$ cat src/rtl/aes_req_sched_if.sv
// rtl/aes_req_sched_if.sv - requester/response bundle for the AES request scheduler
// Purpose : groups both requester handshakes and the tagged response outputs.
// Signals : req0_*/req1_* valid/ready/state/key per requester;
//           rsp0_valid/rsp1_valid one-cycle ownership pulses; rsp_data ciphertext.
// master  : requester side (drives valid/state/key, observes ready/responses).
// slave   : scheduler side.
interface aes_req_sched_if;
    logic         req0_valid;
    logic         req0_ready;
    logic [127:0] req0_state;
    logic [127:0] req0_key;
    logic         req1_valid;
    logic         req1_ready;
    logic [127:0] req1_state;
    logic [127:0] req1_key;
    logic         rsp0_valid;
    logic         rsp1_valid;
    logic [127:0] rsp_data;

    modport master (
        output req0_valid, req0_state, req0_key,
        output req1_valid, req1_state, req1_key,
        input  req0_ready, req1_ready,
        input  rsp0_valid, rsp1_valid, rsp_data
    );

    modport slave (
        input  req0_valid, req0_state, req0_key,
        input  req1_valid, req1_state, req1_key,
        output req0_ready, req1_ready,
        output rsp0_valid, rsp1_valid, rsp_data
    );
endinterface

$ cat src/rtl/aes_req_sched.sv
// rtl/aes_req_sched.sv - shares one pipelined AES-128 core between two requesters
// Purpose : per-block arbitration, registered core inputs, tag pipe that routes
//           each result back to its requester LATENCY cycles after issue.
// Ports   : clk, rst (sync, active-high); req_if (slave modport: requests and
//           responses); core_state/core_key to the core; core_out from the core;
//           inflight outstanding-block count; busy = inflight != 0.
// Macro   : AES_SCHED_STRICT_PRIO_EN - req0 always wins; otherwise round-robin.
module aes_req_sched #(
    parameter int LATENCY      = 21,
    parameter int MAX_INFLIGHT = 21,
    parameter int CNT_W        = 5
) (
    input  logic               clk,
    input  logic               rst,
    aes_req_sched_if.slave     req_if,
    output logic [127:0]       core_state,
    output logic [127:0]       core_key,
    input  logic [127:0]       core_out,
    output logic [CNT_W-1:0]   inflight,
    output logic               busy
);
    localparam logic [CNT_W-1:0] MAX_CNT = CNT_W'(MAX_INFLIGHT);
    localparam logic [CNT_W-1:0] ONE     = CNT_W'(1);

    logic [127:0]       core_state_q, core_state_d;
    logic [127:0]       core_key_q, core_key_d;
    logic [127:0]       rsp_data_q, rsp_data_d;
    logic               rsp0_valid_q, rsp0_valid_d;
    logic               rsp1_valid_q, rsp1_valid_d;
    logic [CNT_W-1:0]   inflight_q, inflight_d;
    // Index 0 is stage 1; index LATENCY-1 is the stage that retires.
    logic [LATENCY-1:0] tag_vld_q, tag_vld_d;
    logic [LATENCY-1:0] tag_id_q, tag_id_d;

    logic gnt0, gnt1, cap_ok, issue, issue_id, retire, retire_id;

    assign retire    = tag_vld_q[LATENCY-1];
    assign retire_id = tag_id_q[LATENCY-1];
    // A retiring slot frees capacity for a same-cycle issue.
    assign cap_ok    = (inflight_q < MAX_CNT) || retire;

`ifdef AES_SCHED_STRICT_PRIO_EN
    assign gnt0 = req_if.req0_valid;
    assign gnt1 = req_if.req1_valid & ~req_if.req0_valid;
`else
    logic rr_last_q, rr_last_d;

    // On contention the requester that did not win last is granted.
    assign gnt0 = req_if.req0_valid & (~req_if.req1_valid | rr_last_q);
    assign gnt1 = req_if.req1_valid & (~req_if.req0_valid | ~rr_last_q);
    assign rr_last_d = issue ? issue_id : rr_last_q;

    always_ff @(posedge clk) begin
        if (rst) begin
            rr_last_q <= 1'b1;
        end else begin
            rr_last_q <= rr_last_d;
        end
    end
`endif

    assign req_if.req0_ready = gnt0 & cap_ok;
    assign req_if.req1_ready = gnt1 & cap_ok;
    assign issue    = req_if.req0_ready | req_if.req1_ready;
    assign issue_id = req_if.req1_ready;

    always_comb begin
        core_state_d = core_state_q;
        core_key_d   = core_key_q;
        if (issue) begin
            core_state_d = issue_id ? req_if.req1_state : req_if.req0_state;
            core_key_d   = issue_id ? req_if.req1_key   : req_if.req0_key;
        end

        tag_vld_d    = '0;
        tag_id_d     = '0;
        tag_vld_d[0] = issue;
        tag_id_d[0]  = issue_id;
        for (int i = 1; i < LATENCY; i++) begin
            tag_vld_d[i] = tag_vld_q[i-1];
            tag_id_d[i]  = tag_id_q[i-1];
        end

        rsp0_valid_d = retire & ~retire_id;
        rsp1_valid_d = retire & retire_id;
        rsp_data_d   = retire ? core_out : rsp_data_q;

        inflight_d = inflight_q;
        if (issue && !retire) begin
            inflight_d = inflight_q + ONE;
        end else if (!issue && retire) begin
            inflight_d = inflight_q - ONE;
        end
    end

    always_ff @(posedge clk) begin
        if (rst) begin
            core_state_q <= '0;
            core_key_q   <= '0;
            rsp_data_q   <= '0;
            rsp0_valid_q <= 1'b0;
            rsp1_valid_q <= 1'b0;
            inflight_q   <= '0;
            tag_vld_q    <= '0;
            tag_id_q     <= '0;
        end else begin
            core_state_q <= core_state_d;
            core_key_q   <= core_key_d;
            rsp_data_q   <= rsp_data_d;
            rsp0_valid_q <= rsp0_valid_d;
            rsp1_valid_q <= rsp1_valid_d;
            inflight_q   <= inflight_d;
            tag_vld_q    <= tag_vld_d;
            tag_id_q     <= tag_id_d;
        end
    end

    assign core_state        = core_state_q;
    assign core_key          = core_key_q;
    assign req_if.rsp0_valid = rsp0_valid_q;
    assign req_if.rsp1_valid = rsp1_valid_q;
    assign req_if.rsp_data   = rsp_data_q;
    assign inflight          = inflight_q;
    assign busy              = inflight_q != '0;
endmodule

$ cat src/flat_wrapper.sv
// flat-port wrapper written by rule: the top's interface ports become plain ports
module aes_req_sched_flat 
#(
    parameter int LATENCY      = 21,
    parameter int MAX_INFLIGHT = 21,
    parameter int CNT_W        = 5
)
  (clk, rst, core_state, core_key, core_out, inflight, busy, req_if_req0_valid, req_if_req0_state, req_if_req0_key, req_if_req1_valid, req_if_req1_state, req_if_req1_key, req_if_req0_ready, req_if_req1_ready, req_if_rsp0_valid, req_if_rsp1_valid, req_if_rsp_data);
  aes_req_sched_if req_if_i ();
  input  logic clk;
  input  logic rst;
  output logic [127:0] core_state;
  output logic [127:0] core_key;
  input  logic [127:0] core_out;
  output logic [CNT_W-1:0] inflight;
  output logic busy;
  input wire logic [$bits(req_if_i.req0_valid)-1:0] req_if_req0_valid;
  input wire logic [$bits(req_if_i.req0_state)-1:0] req_if_req0_state;
  input wire logic [$bits(req_if_i.req0_key)-1:0] req_if_req0_key;
  input wire logic [$bits(req_if_i.req1_valid)-1:0] req_if_req1_valid;
  input wire logic [$bits(req_if_i.req1_state)-1:0] req_if_req1_state;
  input wire logic [$bits(req_if_i.req1_key)-1:0] req_if_req1_key;
  output wire logic [$bits(req_if_i.req0_ready)-1:0] req_if_req0_ready;
  output wire logic [$bits(req_if_i.req1_ready)-1:0] req_if_req1_ready;
  output wire logic [$bits(req_if_i.rsp0_valid)-1:0] req_if_rsp0_valid;
  output wire logic [$bits(req_if_i.rsp1_valid)-1:0] req_if_rsp1_valid;
  output wire logic [$bits(req_if_i.rsp_data)-1:0] req_if_rsp_data;
  assign req_if_i.req0_valid = req_if_req0_valid;
  assign req_if_i.req0_state = req_if_req0_state;
  assign req_if_i.req0_key = req_if_req0_key;
  assign req_if_i.req1_valid = req_if_req1_valid;
  assign req_if_i.req1_state = req_if_req1_state;
  assign req_if_i.req1_key = req_if_req1_key;
  assign req_if_req0_ready = req_if_i.req0_ready;
  assign req_if_req1_ready = req_if_i.req1_ready;
  assign req_if_rsp0_valid = req_if_i.rsp0_valid;
  assign req_if_rsp1_valid = req_if_i.rsp1_valid;
  assign req_if_rsp_data = req_if_i.rsp_data;
  aes_req_sched #(.LATENCY(LATENCY), .MAX_INFLIGHT(MAX_INFLIGHT), .CNT_W(CNT_W)) u_core (.clk(clk), .rst(rst), .req_if(req_if_i), .core_state(core_state), .core_key(core_key), .core_out(core_out), .inflight(inflight), .busy(busy));
endmodule
$ cat config.mk
export PLATFORM = sky130hd
export DESIGN_NAME = aes_req_sched_flat
export DESIGN_NICKNAME = d
export VERILOG_FILES = /design/src/rtl/aes_req_sched_if.sv /design/src/rtl/aes_req_sched.sv /design/src/flat_wrapper.sv
export SDC_FILE = /design/constraint.sdc
export NUM_CORES = 1
export LEC_CHECK = 0
export BUFFER_PORTS_ARGS = -buffer_cell sky130_fd_sc_hd__clkbuf_2
export CAP_MARGIN = 20
export CORE_AREA = 2 2 403 405
export CTS_BUF_LIST = sky130_fd_sc_hd__clkbuf_16
export DETAILED_ROUTE_END_ITERATION = 8
export DIE_AREA = 0 0 405 407
export PLACE_DENSITY_LB_ADDON = 0.1
export SLEW_MARGIN = 20
export SYNTH_ARGS = -nofsm -noshare
export SYNTH_HDL_FRONTEND = slang
export SYNTH_SLANG_ARGS = --single-unit
$ cat constraint.sdc
create_clock -name clk -period 2.6 [get_ports clk]
set_input_delay 0.52 -clock clk [delete_from_list [all_inputs] [get_ports clk]]
set_output_delay 0.52 -clock clk [all_outputs]
set_load 0.01 [all_outputs]
### Word-level counts from Yosys, hierarchy flattened

Index checks and enable logic that the tools add are counted.

* add/sub/neg operators: 2
* $lt $le $gt $ge: 1
* muxes and demuxes: 4
* bitwise logic cells: 13
* reductions and logical operators: 7

Operators by type and width (number)
* $mux 128: 2
* $mux 5: 2
* $and 1x1->1: 6
* $add 5x1->5 const B: 1
* $lt 5x5->1 const B: 1
* $reduce_bool 5->1: 1
* $sub 5x1->5 const B: 1
* $not 1->1: 4
* $or 1x1->1: 3
* $logic_and 1x1->1: 2
* $logic_not 1->1: 2
* $reduce_bool 2->1: 1
* $logic_or 1x1->1: 1

* bits in registers: 434
* bits of input ports: 644
* output and inout bits: 394
* logic and storage cells: 36

### Longest topological paths before layout

Gate-level depths: netlist of run 1.

* depth in word-level cells: 9
* depth in mapped cells: 13
* mapped depth without buffers: 10

### Least setup slack after synthesis of run 1

Ideal clock, no wire load.

* path kind: input to register
* from: input port req_if_req0_valid
* to: register u_core.inflight_q[4], in the netlist u_core.inflight[4]
* setup time: 0.121 ns
* arrival: 2.628 ns
* data required time: 2.479 ns
* setup slack: -0.148 ns
* stages on the path: 12
* path buffers: 3
* cell sequence: or2_1 > buf_2 > and2_1 > buf_2 > buf_2 > ha_1 > inv_1 > ha_1 > a21oi_1 > a211oi_1 > a31oi_1 > mux2_2

* cells in the longest elaborated chain, start to end: 8
* elaborated cells on any way between the ends: 12
* those cells by class: 1 x mux; 7 x bitwise; 4 x reduce/logical

Ends and longest elaborated chain
* start: declaration: line flat_wrapper.sv:17 `input wire logic [$bits(req_if_i.req0_valid)-1:0] req_if_req0_valid;`
* $not 1->1: line aes_req_sched.sv:50 `assign gnt1 = req_if.req1_valid & (~req_if.req0_valid | ~rr_last_q);`
* $or 1x1->1: line aes_req_sched.sv:50
* $and 1x1->1: line aes_req_sched.sv:50
* $and 1x1->1: line aes_req_sched.sv:63 `assign req_if.req1_ready = gnt1 & cap_ok;`
* $or 1x1->1 (*): line aes_req_sched.sv:64 `assign issue = req_if.req0_ready | req_if.req1_ready;`
* net u_core.issue: line aes_req_sched.sv:35 `logic gnt0, gnt1, cap_ok, issue, issue_id, retire, retire_id;`
* $logic_not 1->1: line aes_req_sched.sv:91 `end else if (!issue && retire) begin`
* $logic_and 1x1->1: line aes_req_sched.sv:91
* $reduce_bool 2->1 (no source line)
* end signal: assignment: line aes_req_sched.sv:112 `inflight_q <= inflight_d;`
* end: declaration: line aes_req_sched.sv:30 `logic [CNT_W-1:0] inflight_q, inflight_d;`

Mark *: on every way through the listed nets, which the timed path passes. The rest lies on a longest branch.
A chain may end at the register's enable or synchronous reset.

### Worst setup path in the final report of run 1

* from: register u_core.inflight_q[1], in the netlist u_core.inflight[1]
* to: output port req_if_req0_ready

* cells in the longest elaborated chain, start to end: 3

Ends and longest elaborated chain
* $lt 5x5->1: line aes_req_sched.sv:40 `assign cap_ok = (inflight_q < MAX_CNT) || retire;`
* $logic_or 1x1->1: line aes_req_sched.sv:40
* $and 1x1->1: line aes_req_sched.sv:62 `assign req_if.req0_ready = gnt0 & cap_ok;`
* end: declaration: line flat_wrapper.sv:23 `output wire logic [$bits(req_if_i.req0_ready)-1:0] req_if_req0_ready;`

No other way between the ends.

==> metrics.txt, run 1 <==
status=completed; Die X=405 um; clk_lat worst skew=680 ps; remaining global-route overflow=0; Post-Syn Instances=1,728; Synth Register Bits=434; Required @ worst endpoint=2080 ps; most frequent cells in the layout=clkbuf_2 (1,035), dfxtp_1 (431), mux2i_1 (385), a21oi_1 (259), a211oi_2 (230); Yosys warning count=0; Root Driver=clkbuf_16; Via Count=17.4k; final worst path period share=0.931; HP Class=in -> reg; Startpoint Class=register; post-synthesis sequential area ratio=0.459; measured slew at the worst slew-check pin=908 ps; Routed WL=108,000 um; critical path's slowest cell=dfxtp_2; Port Buffer Count=1,037; Initial Utilization=0.118; Max Slew Vio Count=0; Pwr Total=20.6 mW; Clock transition at path regs=60 ps; maxcap violations=0; headroom to the max-slew limit=0.394; fillcell total=18.0k; Setup TNS Final=0 ps; post-synth cell types=34; VDD IR-drop max=0.000531 V; Final Net Count=3,393; Static Leak=12.3 nW; final number of setup-violating endpoints=0; DRC errors left=0; Routed Antenna Nets=0; DP HPWL=85,000 um; clk buf depth=3; die area=165,000 um2; H-tree Lvls=2; Syn Area/Cell=11.0 um2; Row Count=147; Avg Vias per Cell=3.50; Placer Congestion=0.740; Netlist Area Pre-Place=18,900 um2; Async SR Flop Fraction=0; hold_buf cts=0; worst-path fanout max=4; vias in the first global route=18.1k; Core Area=160,000 um2; Syn Nets=2,377; main flop type after synthesis=dfxtp_1; WL per Instance=21.7 um; CTS tree=done; critical path arrival=1900 ps; GR Util All Layers=0.123; final hold vios=0; most common cell after layout, fill and taps aside=clkbuf_2; post-place setup slack=101 ps; first-pass GRT wire length=144,000 um; Critical Path Sink Type=primary output; worst hold slack=83.6 ps; Layout Area Growth over Synthesis=52.5%; number of CTS-inserted buffers=61; I/O pin count=1,038; clk sink count=434; share of cells above drive strength 1=0.522; CP max stage delay=320 ps; critical setup path kind=reg -> out; unrepaired setup endpoints after global routing=no; critical path cell sequence=o21a_1, o21ai_4, buf_12, nand2_1, a21oi_1, buf_2; Pwr Density=712 nW/um2; Die Y=407 um; Tmin final=2420 ps; clk_skew=34.5 ps; number of synthesized flops with an enable pin=0; First DRT Iteration DRCs=693; largest net degree at the start of global routing=131; first-pass iteration count of the detailed router=4; Worst Setup Slack, final=181 ps; antenna violations before repair=49; f_max=0.413 GHz
## sequential cells by signal (all words and copies together), names as in the netlist
signal,count
u_core.core_state,128
u_core.req_if.rsp_data,128
u_core.core_key,128
u_core.rr_last_q,1
u_core.req_if.rsp0_valid,1
u_core.req_if.rsp1_valid,1
u_core.inflight,5
u_core.tag_id_q,21
u_core.tag_vld_q,21
## metrics by stage
stage	std cells	instance area (um2)	utilization
floorplan	1728	19000	-
detailed placement	4835	26900	0.168
finish	4965	28900	0.180
global route	4959	28900	0.180
global placement	4835	26900	0.168
CTS	4957	28900	0.180
## kinds of logic (layout without fill, tap and decap cells)
| logic type | after synthesis | count (layout) | synth area share |
|---|---|---|---|
| multiplexers | 386 | 386 | 0.204 |
| AND/OR/NAND/NOR | 193 | 193 | 0.0457 |
| buffers and inverters | 183 | 1252 | 0.0524 |
| AO/OA/AOI/OAI | 525 | 525 | 0.235 |
| XOR/XNOR | 2 | 2 | 0.000925 |
| adder cells (fa/ha/maj) | 5 | 5 | 0.00370 |
| flip-flops | 434 | 434 | 0.459 |
| other | 0 | 8 | 0 |
## final timing paths
kind,startpoint,cells past startpoint,to,slack (ps)
worst max-delay path,u_core.inflight[1],6,req_if_req0_ready,180
worst min-delay path,core_out[100],3,u_core.req_if.rsp_data[100],80
worst max register to register,u_core.inflight[1],10,u_core.inflight[4],210
worst min register to register,u_core.tag_id_q[20],1,u_core.req_if.rsp0_valid,410
## where the power goes
| group | internal, mW | total (mW) | leakage (nW) | switching (mW) |
|---|---|---|---|---|
| Combinational | 1.93 | 4.75 | 7.78 | 2.82 |
| Clock | 4.75 | 8.28 | 0.995 | 3.53 |
| Sequential | 7.24 | 7.55 | 3.57 | 0.314 |
## worst max-delay path: cells and delay by family (launching register included)
family | cells | cell delay, ps
simple gates | 1 | 50
buf+inv | 2 | 340
flops | 1 | 320
compound gates | 3 | 520
## layout make-up
| type | instances | area [um2] | share of cell area |
|---|---|---|---|
| multi-input combinational | 1111 | 9320 | 0.323 |
| clock inverter | 55 | 423 | 0.0146 |
| tap | 2160 | 2700 | 0.0935 |
| sequential | 434 | 8690 | 0.301 |
| clock buffer | 61 | 1530 | 0.0528 |
| timing repair buffer | 1133 | 6200 | 0.214 |
| inverter | 3 | 13.8 | 0.000476 |
| antenna | 8 | 20.0 | 0.000693 |
## metal layers
| metal | vias up | routed length [um] | global-route usage |
|---|---|---|---|
| met1 | 8153 | 41600 | 0.136 |
| met4 | 44 | 2540 | 0.0289 |
| met3 | 178 | 9010 | 0.0470 |
| met2 | 654 | 54300 | 0.221 |
| met5 | - | 324 | 0 |
| li1 | 8359 | - | - |
## Yosys cell counts, types with 2 or more instances
| master | number | share of area |
|---|---|---|
| nor2_1 | 136 | 0.027 |
| buf_1 | 4 | 0.00079 |
| a211oi_2 | 230 | 0.15 |
| a21oi_1 | 261 | 0.069 |
| dfxtp_1 | 434 | 0.46 |
| nor2b_1 | 41 | 0.014 |
| o21a_1 | 2 | 0.00079 |
| buf_4 | 5 | 0.0020 |
| nor3_1 | 2 | 0.00053 |
| inv_1 | 3 | 0.00059 |
| mux2i_1 | 385 | 0.20 |
| nand2_1 | 3 | 0.00059 |
| and2_1 | 2 | 0.00066 |
| clkbuf_1 | 77 | 0.015 |
| buf_6 | 27 | 0.016 |
| a211oi_1 | 27 | 0.011 |
| ha_1 | 4 | 0.0026 |
| buf_2 | 67 | 0.018 |
| nor3b_1 | 3 | 0.0012 |
## timing repair
action,4_1_cts,5_1_grt
setup endpoints to repair,2,1
cloned,1,0
hold endpoints to repair,0,0
pin swaps,1,0
gates resized for setup,0,1
setup buffers,5,0
No activity file was read; power rests on OpenSTA's default activity.
==> run 2, diff against run 1 <==
- CORE_AREA: 2 2 403 405 -> 2 2 399 401
- CTS_BUF_LIST: sky130_fd_sc_hd__clkbuf_16 -> sky130_fd_sc_hd__clkbuf_8
- DIE_AREA: 0 0 405 407 -> 0 0 401 403
==> run 2 against run 1 <==
Net effect:
- combinational power up 6.3%
- highest routed layer unchanged
- power down 0.76%
- global-route usage up 0.63 points
- sequential power about the same
- routed wire length up 0.83%
- die area down 2.0%
- flip-flop and latch count unchanged
- final cell count up 3.0%
- sequential share of layout area down 1.8 points
- largest power group unchanged
- hold slack better by 47 ps
- core utilization up 1.5 points
==> metrics.txt, run 2 (same netlist as run 1, synthesis figures left out) <==
Critical Path Sink Type=register; Finished Core Util=0.195; first-pass GRT wire length=150,000 um; Root Driver=clkbuf_8; largest net degree at the start of global routing=111; Layout Area Growth over Synthesis=62.4%; Final Net Count=3,607; Row Count=146; Worst R2R Setup Slack=120 ps; worst-path fanout max=5; first-pass iteration count of the detailed router=4; Core Area=157,000 um2; number of CTS-inserted buffers=97; Static Leak=13.3 nW; headroom to the max-slew limit=0.333; H-tree Lvls=3; vias in the first global route=19.6k; unrepaired setup endpoints after global routing=yes; Setup TNS Final=0 ps; DP HPWL=82,800 um; final hold vios=0; most common cell after layout, fill and taps aside=clkbuf_2; Port Buffer Count=1,037; die area=162,000 um2; Placer Congestion=0.740; Non-Filler Instances=5,114; HP Class=in -> reg; Worst Setup Slack, final=117 ps; VDD IR-drop max=0.000302 V; placed cells=4,739; Via Count=18.4k; Startpoint Class=register; Die X=401 um; Required @ worst endpoint=3220 ps; fillcell total=17.6k; Worst Setup SP=u_core.inflight[0]; Tmin final=2480 ps; critical path arrival=3100 ps; Routed Antenna Nets=0; Max Slew Vio Count=0; Routed WL=109,000 um; I/O pin count=1,038; WL per Instance=21.2 um; crit path to=u_core.inflight[4]; GR Util All Layers=0.130; CTS tree=done; final worst path period share=0.955; share of cells above drive strength 1=0.497; most frequent cells in the layout=clkbuf_2 (1,034), dfxtp_1 (431), mux2i_1 (385), a21oi_1 (258), a211oi_2 (230); remaining global-route overflow=0; Clock transition at path regs=50 ps; worst r2r src=u_core.inflight[0]; clk buf depth=3; Pwr Density=664 nW/um2; capture point of the worst reg-to-reg path=u_core.inflight[4]; critical setup path kind=reg -> reg; DRC errors left=0; depth of the most critical reg-to-reg path=11; clk sink count=434; Die Y=403 um; clk_lat worst skew=780 ps; post-place setup slack=124 ps; antenna violations before repair=48; final number of setup-violating endpoints=0; Initial Utilization=0.120; f_max=0.403 GHz; status=completed; clk_skew=47.6 ps; measured slew at the worst slew-check pin=1000 ps; Avg Vias per Cell=3.60; Pwr Total=20.4 mW; maxcap violations=0; First DRT Iteration DRCs=673
## run 2: cell count changes in the layout (fill, tap and decap cells not counted), moves of 3 or more
cell	delta
dlygate4sd3_1	+186
inv_1	+29
clkinv_1	-21
clkbuf_16	-61
clkinv_2	-8
clkbuf_8	+119
buf_4	-20
buf_12	+10
diode_2	+6
bufinv_16	-3
## run 2: stage by stage
| step | area, um2 | hold WS [ps] |
|---|---|---|
| 2_1_floorplan | 19000 | 389 |
| 3_3_place_gp | 26800 | 410 |
| 3_5_place_dp | 26800 | 398 |
| 4_1_cts | 30700 | 0.0845 |
| 5_1_grt | 30800 | 23.0 |
| 6_report | 30800 | 131 |
## run 2: where the power goes
group / internal [mW] / switching [mW] / total [mW]
sequential: 7.24 / 0.312 / 7.55
combinational: 2.17 / 2.89 / 5.05
clock: 4.30 / 3.52 / 7.82
total: 13.7 / 6.72 / 20.4
## run 2: worst min-delay path by stage
stage,depth (start not counted),end,from
6_report,3,u_core.core_key[125],req_if_req0_key[125]
5_1_grt,3,u_core.core_key[125],req_if_req0_key[125]
4_1_cts,3,u_core.core_key[94],req_if_req1_key[94]
3_5_place_dp,1,u_core.req_if.rsp0_valid,u_core.tag_id_q[20]
3_3_place_gp,1,u_core.req_if.rsp0_valid,u_core.tag_id_q[20]
2_1_floorplan,1,u_core.req_if.rsp0_valid,u_core.tag_id_q[20]
## run 2: routing by layer
layer	vias up	share of wire	track usage
li1	8811	-	-
met1	8645	0.39	0.142
met2	744	0.51	0.237
met3	188	0.075	0.0464
met4	12	0.023	0.0305
met5	-	0.00064	0
## run 2: critical path, cell delays in order (launching register included)
cell	delay, ps
dfxtp_2	320
o21a_4	230
o21ai_4	180
buf_6	170
and2_4	170
ha_2	200
inv_4	70
fa_2	360
nand3_2	80
a211oi_1	60
a31oi_1	180
mux2_2	350
## run 2: layout make-up
type                            count  area (um2)  share of cell area
Clock buffer                      119        1640              0.0532
Tap cell                         2072        2590              0.0842
Timing Repair Buffer             1311        8170               0.265
Sequential cell                   434        8690               0.282
Inverter                            3        13.8            0.000447
Antenna cell                       14        35.0             0.00114
Multi-Input combinational cell   1111        9350               0.304
Clock inverter                     50         289             0.00939
## run 2: timing repair
action,4_1_cts,5_1_grt
hold buffers,186,0
endpoints found under the hold margin,171,0
resized for setup,5,8
pin swaps,2,0
setup buffers,4,1
gates cloned,2,0
setup endpoints to repair,2,3
==> run 3, diff against run 2 <==
- REMOVE_ABC_BUFFERS: default -> 1
==> run 3 against run 2 <==
Net effect:
- maximum frequency decreased by 1.6%
- non-clock buffer count increased by 84
- worst setup slack lost 40 ps
- sequential power about the same
- global-route usage down 0.29 points
- core utilization up 0.37 points
- final cell count increased by 1.6%
- critical path type is now reg -> out
- routed wire length decreased by 2.3%
- critical path depth fell by 5
- flip-flop and latch count stayed put
- sequential share of layout area decreased by 0.53 points
==> metrics.txt, run 3 (same netlist as run 1, synthesis figures left out) <==
status=completed; First DRT Iteration DRCs=647; hold path startpoint=req_if_req0_key[32]; Critical Path Sink Type=primary output; Non-Filler Instances=5,198; dpl cell area=26,700 um2; Die Y=403 um; Finished Core Util=0.199; Initial Utilization=0.120; DP HPWL=79,800 um; first-pass GRT wire length=149,000 um; maxcap violations=0; Port Buffer Count=1,037; headroom to the max-slew limit=0.469; fillcell total=17.7k; clk_lat worst skew=790 ps; Pwr Density=646 nW/um2; Row Count=146; Pwr Total=20.3 mW; critical path arrival=2000 ps; Core Area=157,000 um2; clk_skew=67.8 ps; hold path depth=3; depth of the most critical reg-to-reg path=12; DRC errors left=0; Routed WL=106,000 um; share of cells above drive strength 1=0.488; Startpoint Class=register; worst-path fanout max=4; clk sink count=434; number of CTS-inserted buffers=93; Placer Congestion=0.747; hold path endpoint=u_core.core_key[32]; die area=162,000 um2; f_max=0.396 GHz; Max Slew Vio Count=0; Root Driver=clkbuf_8; Layout Area Growth over Synthesis=65.5%; Tmin final=2520 ps; remaining global-route overflow=0; Final Net Count=3,687; most common cell after layout, fill and taps aside=clkbuf_2; Die X=401 um; final worst path period share=0.970; worst r2r src=u_core.inflight[1]; I/O pin count=1,038; CTS tree=done; Routed Antenna Nets=0; design area=31,400 um2; unrepaired setup endpoints after global routing=yes; Clock transition at path regs=50 ps; vias in the first global route=19.9k; Via Count=18.6k; Required @ worst endpoint=2080 ps; antenna violations before repair=54; H-tree Lvls=3; capture point of the worst reg-to-reg path=u_core.inflight[4]; largest net degree at the start of global routing=86; final number of setup-violating endpoints=0; WL per Instance=20.4 um; Static Leak=13.6 nW; Avg Vias per Cell=3.59; HP Class=in -> reg; Worst R2R Setup Slack=140 ps; first-pass iteration count of the detailed router=7; measured slew at the worst slew-check pin=796 ps; placed cells=4,752; most frequent cells in the layout=clkbuf_2 (1,034), dfxtp_1 (432), mux2i_1 (385), a21oi_1 (260), dlygate4sd3_1 (254); final hold vios=0; critical setup path kind=reg -> out; clk buf depth=3; VDD IR-drop max=0.000280 V; GR Util All Layers=0.127
==> run 3: changes by cell type in the layout (fill, tap and decap cells not counted), moves of 2 or more <==
| cell | previous run | this run |
|---|---|---|
| dlygate4sd3_1 | 186 | 254 |
| buf_4 | 55 | 81 |
| buf_12 | 30 | 18 |
| inv_1 | 43 | 32 |
| diode_2 | 14 | 24 |
| clkbuf_8 | 119 | 116 |
| clkinv_2 | 2 | 5 |
| ha_1 | 1 | 4 |
| a21oi_1 | 258 | 260 |
| a21oi_2 | 3 | 1 |
| bufinv_16 | 2 | 0 |
| ha_4 | 2 | 0 |
| inv_16 | 0 | 2 |
| inv_8 | 0 | 2 |
==> run 3: repair_timing <==
action                                  4_1_cts  5_1_grt
resized for setup                             6        8
hold buffers                                254        0
cloned                                        3        0
buffers inserted                              4        2
endpoints found under the setup margin        2        9
pin swaps                                     1        1
hold endpoints to repair                    202        0
==> run 3: cell type report <==
type / count / area [um2] / area share
multi-input cells: 1111 / 9300 / 0.297
clock buffers: 116 / 1600 / 0.0509
clock inverters: 43 / 256 / 0.00818
well taps: 2072 / 2590 / 0.0827
diodes: 24 / 60.1 / 0.00191
inverters: 3 / 11.3 / 0.000359
repair buffers: 1395 / 8850 / 0.282
flip-flops and latches: 434 / 8690 / 0.277
==> run 3: power by group <==
part	switching, mW	internal, mW	leakage (nW)	total, mW
registers	0.307	7.24	3.57	7.55
clock network	3.61	4.05	1.07	7.66
logic	2.80	2.26	8.94	5.06
==> run 3: worst max-delay path by stage <==
stage,start,endpoint,slack (ps)
after global placement,req_if_req1_valid,u_core.inflight[4],-200
after detailed placement,req_if_req1_valid,u_core.inflight[4],-140
after CTS,u_core.inflight[1],u_core.inflight[4],-150
final,u_core.inflight[1],req_if_req0_ready,80
after floorplan,req_if_req1_valid,u_core.core_key[0],-16910
after global routing,u_core.inflight[1],req_if_req0_ready,-110
==> run 3: critical path: stages, from the launching register on <==
cell	delay [ps]
dfxtp_2	310
o21a_1	200
o21ai_4	190
clkbuf_16	210
nand2_4	50
a21oi_2	90
buf_2	150
==> run 3: metrics by stage <==
stage	hold WS [ps]	TNS (ps)	setup slack [ps]
6_report	142	0	77.3
3_3_place_gp	418	-312	-196
3_5_place_dp	420	-209	-137
5_1_grt	50.6	-188	-112
2_1_floorplan	386	-4733980	-16910
4_1_cts	0.691	-423	-147
==> run 3: per-layer routing <==
metal,vias to the layer above,track usage,wire length (um)
met4,28,0.0501,3480
met1,8687,0.143,42200
met3,192,0.0442,8110
li1,8968,-,-
met2,770,0.218,52200
met5,-,0,193
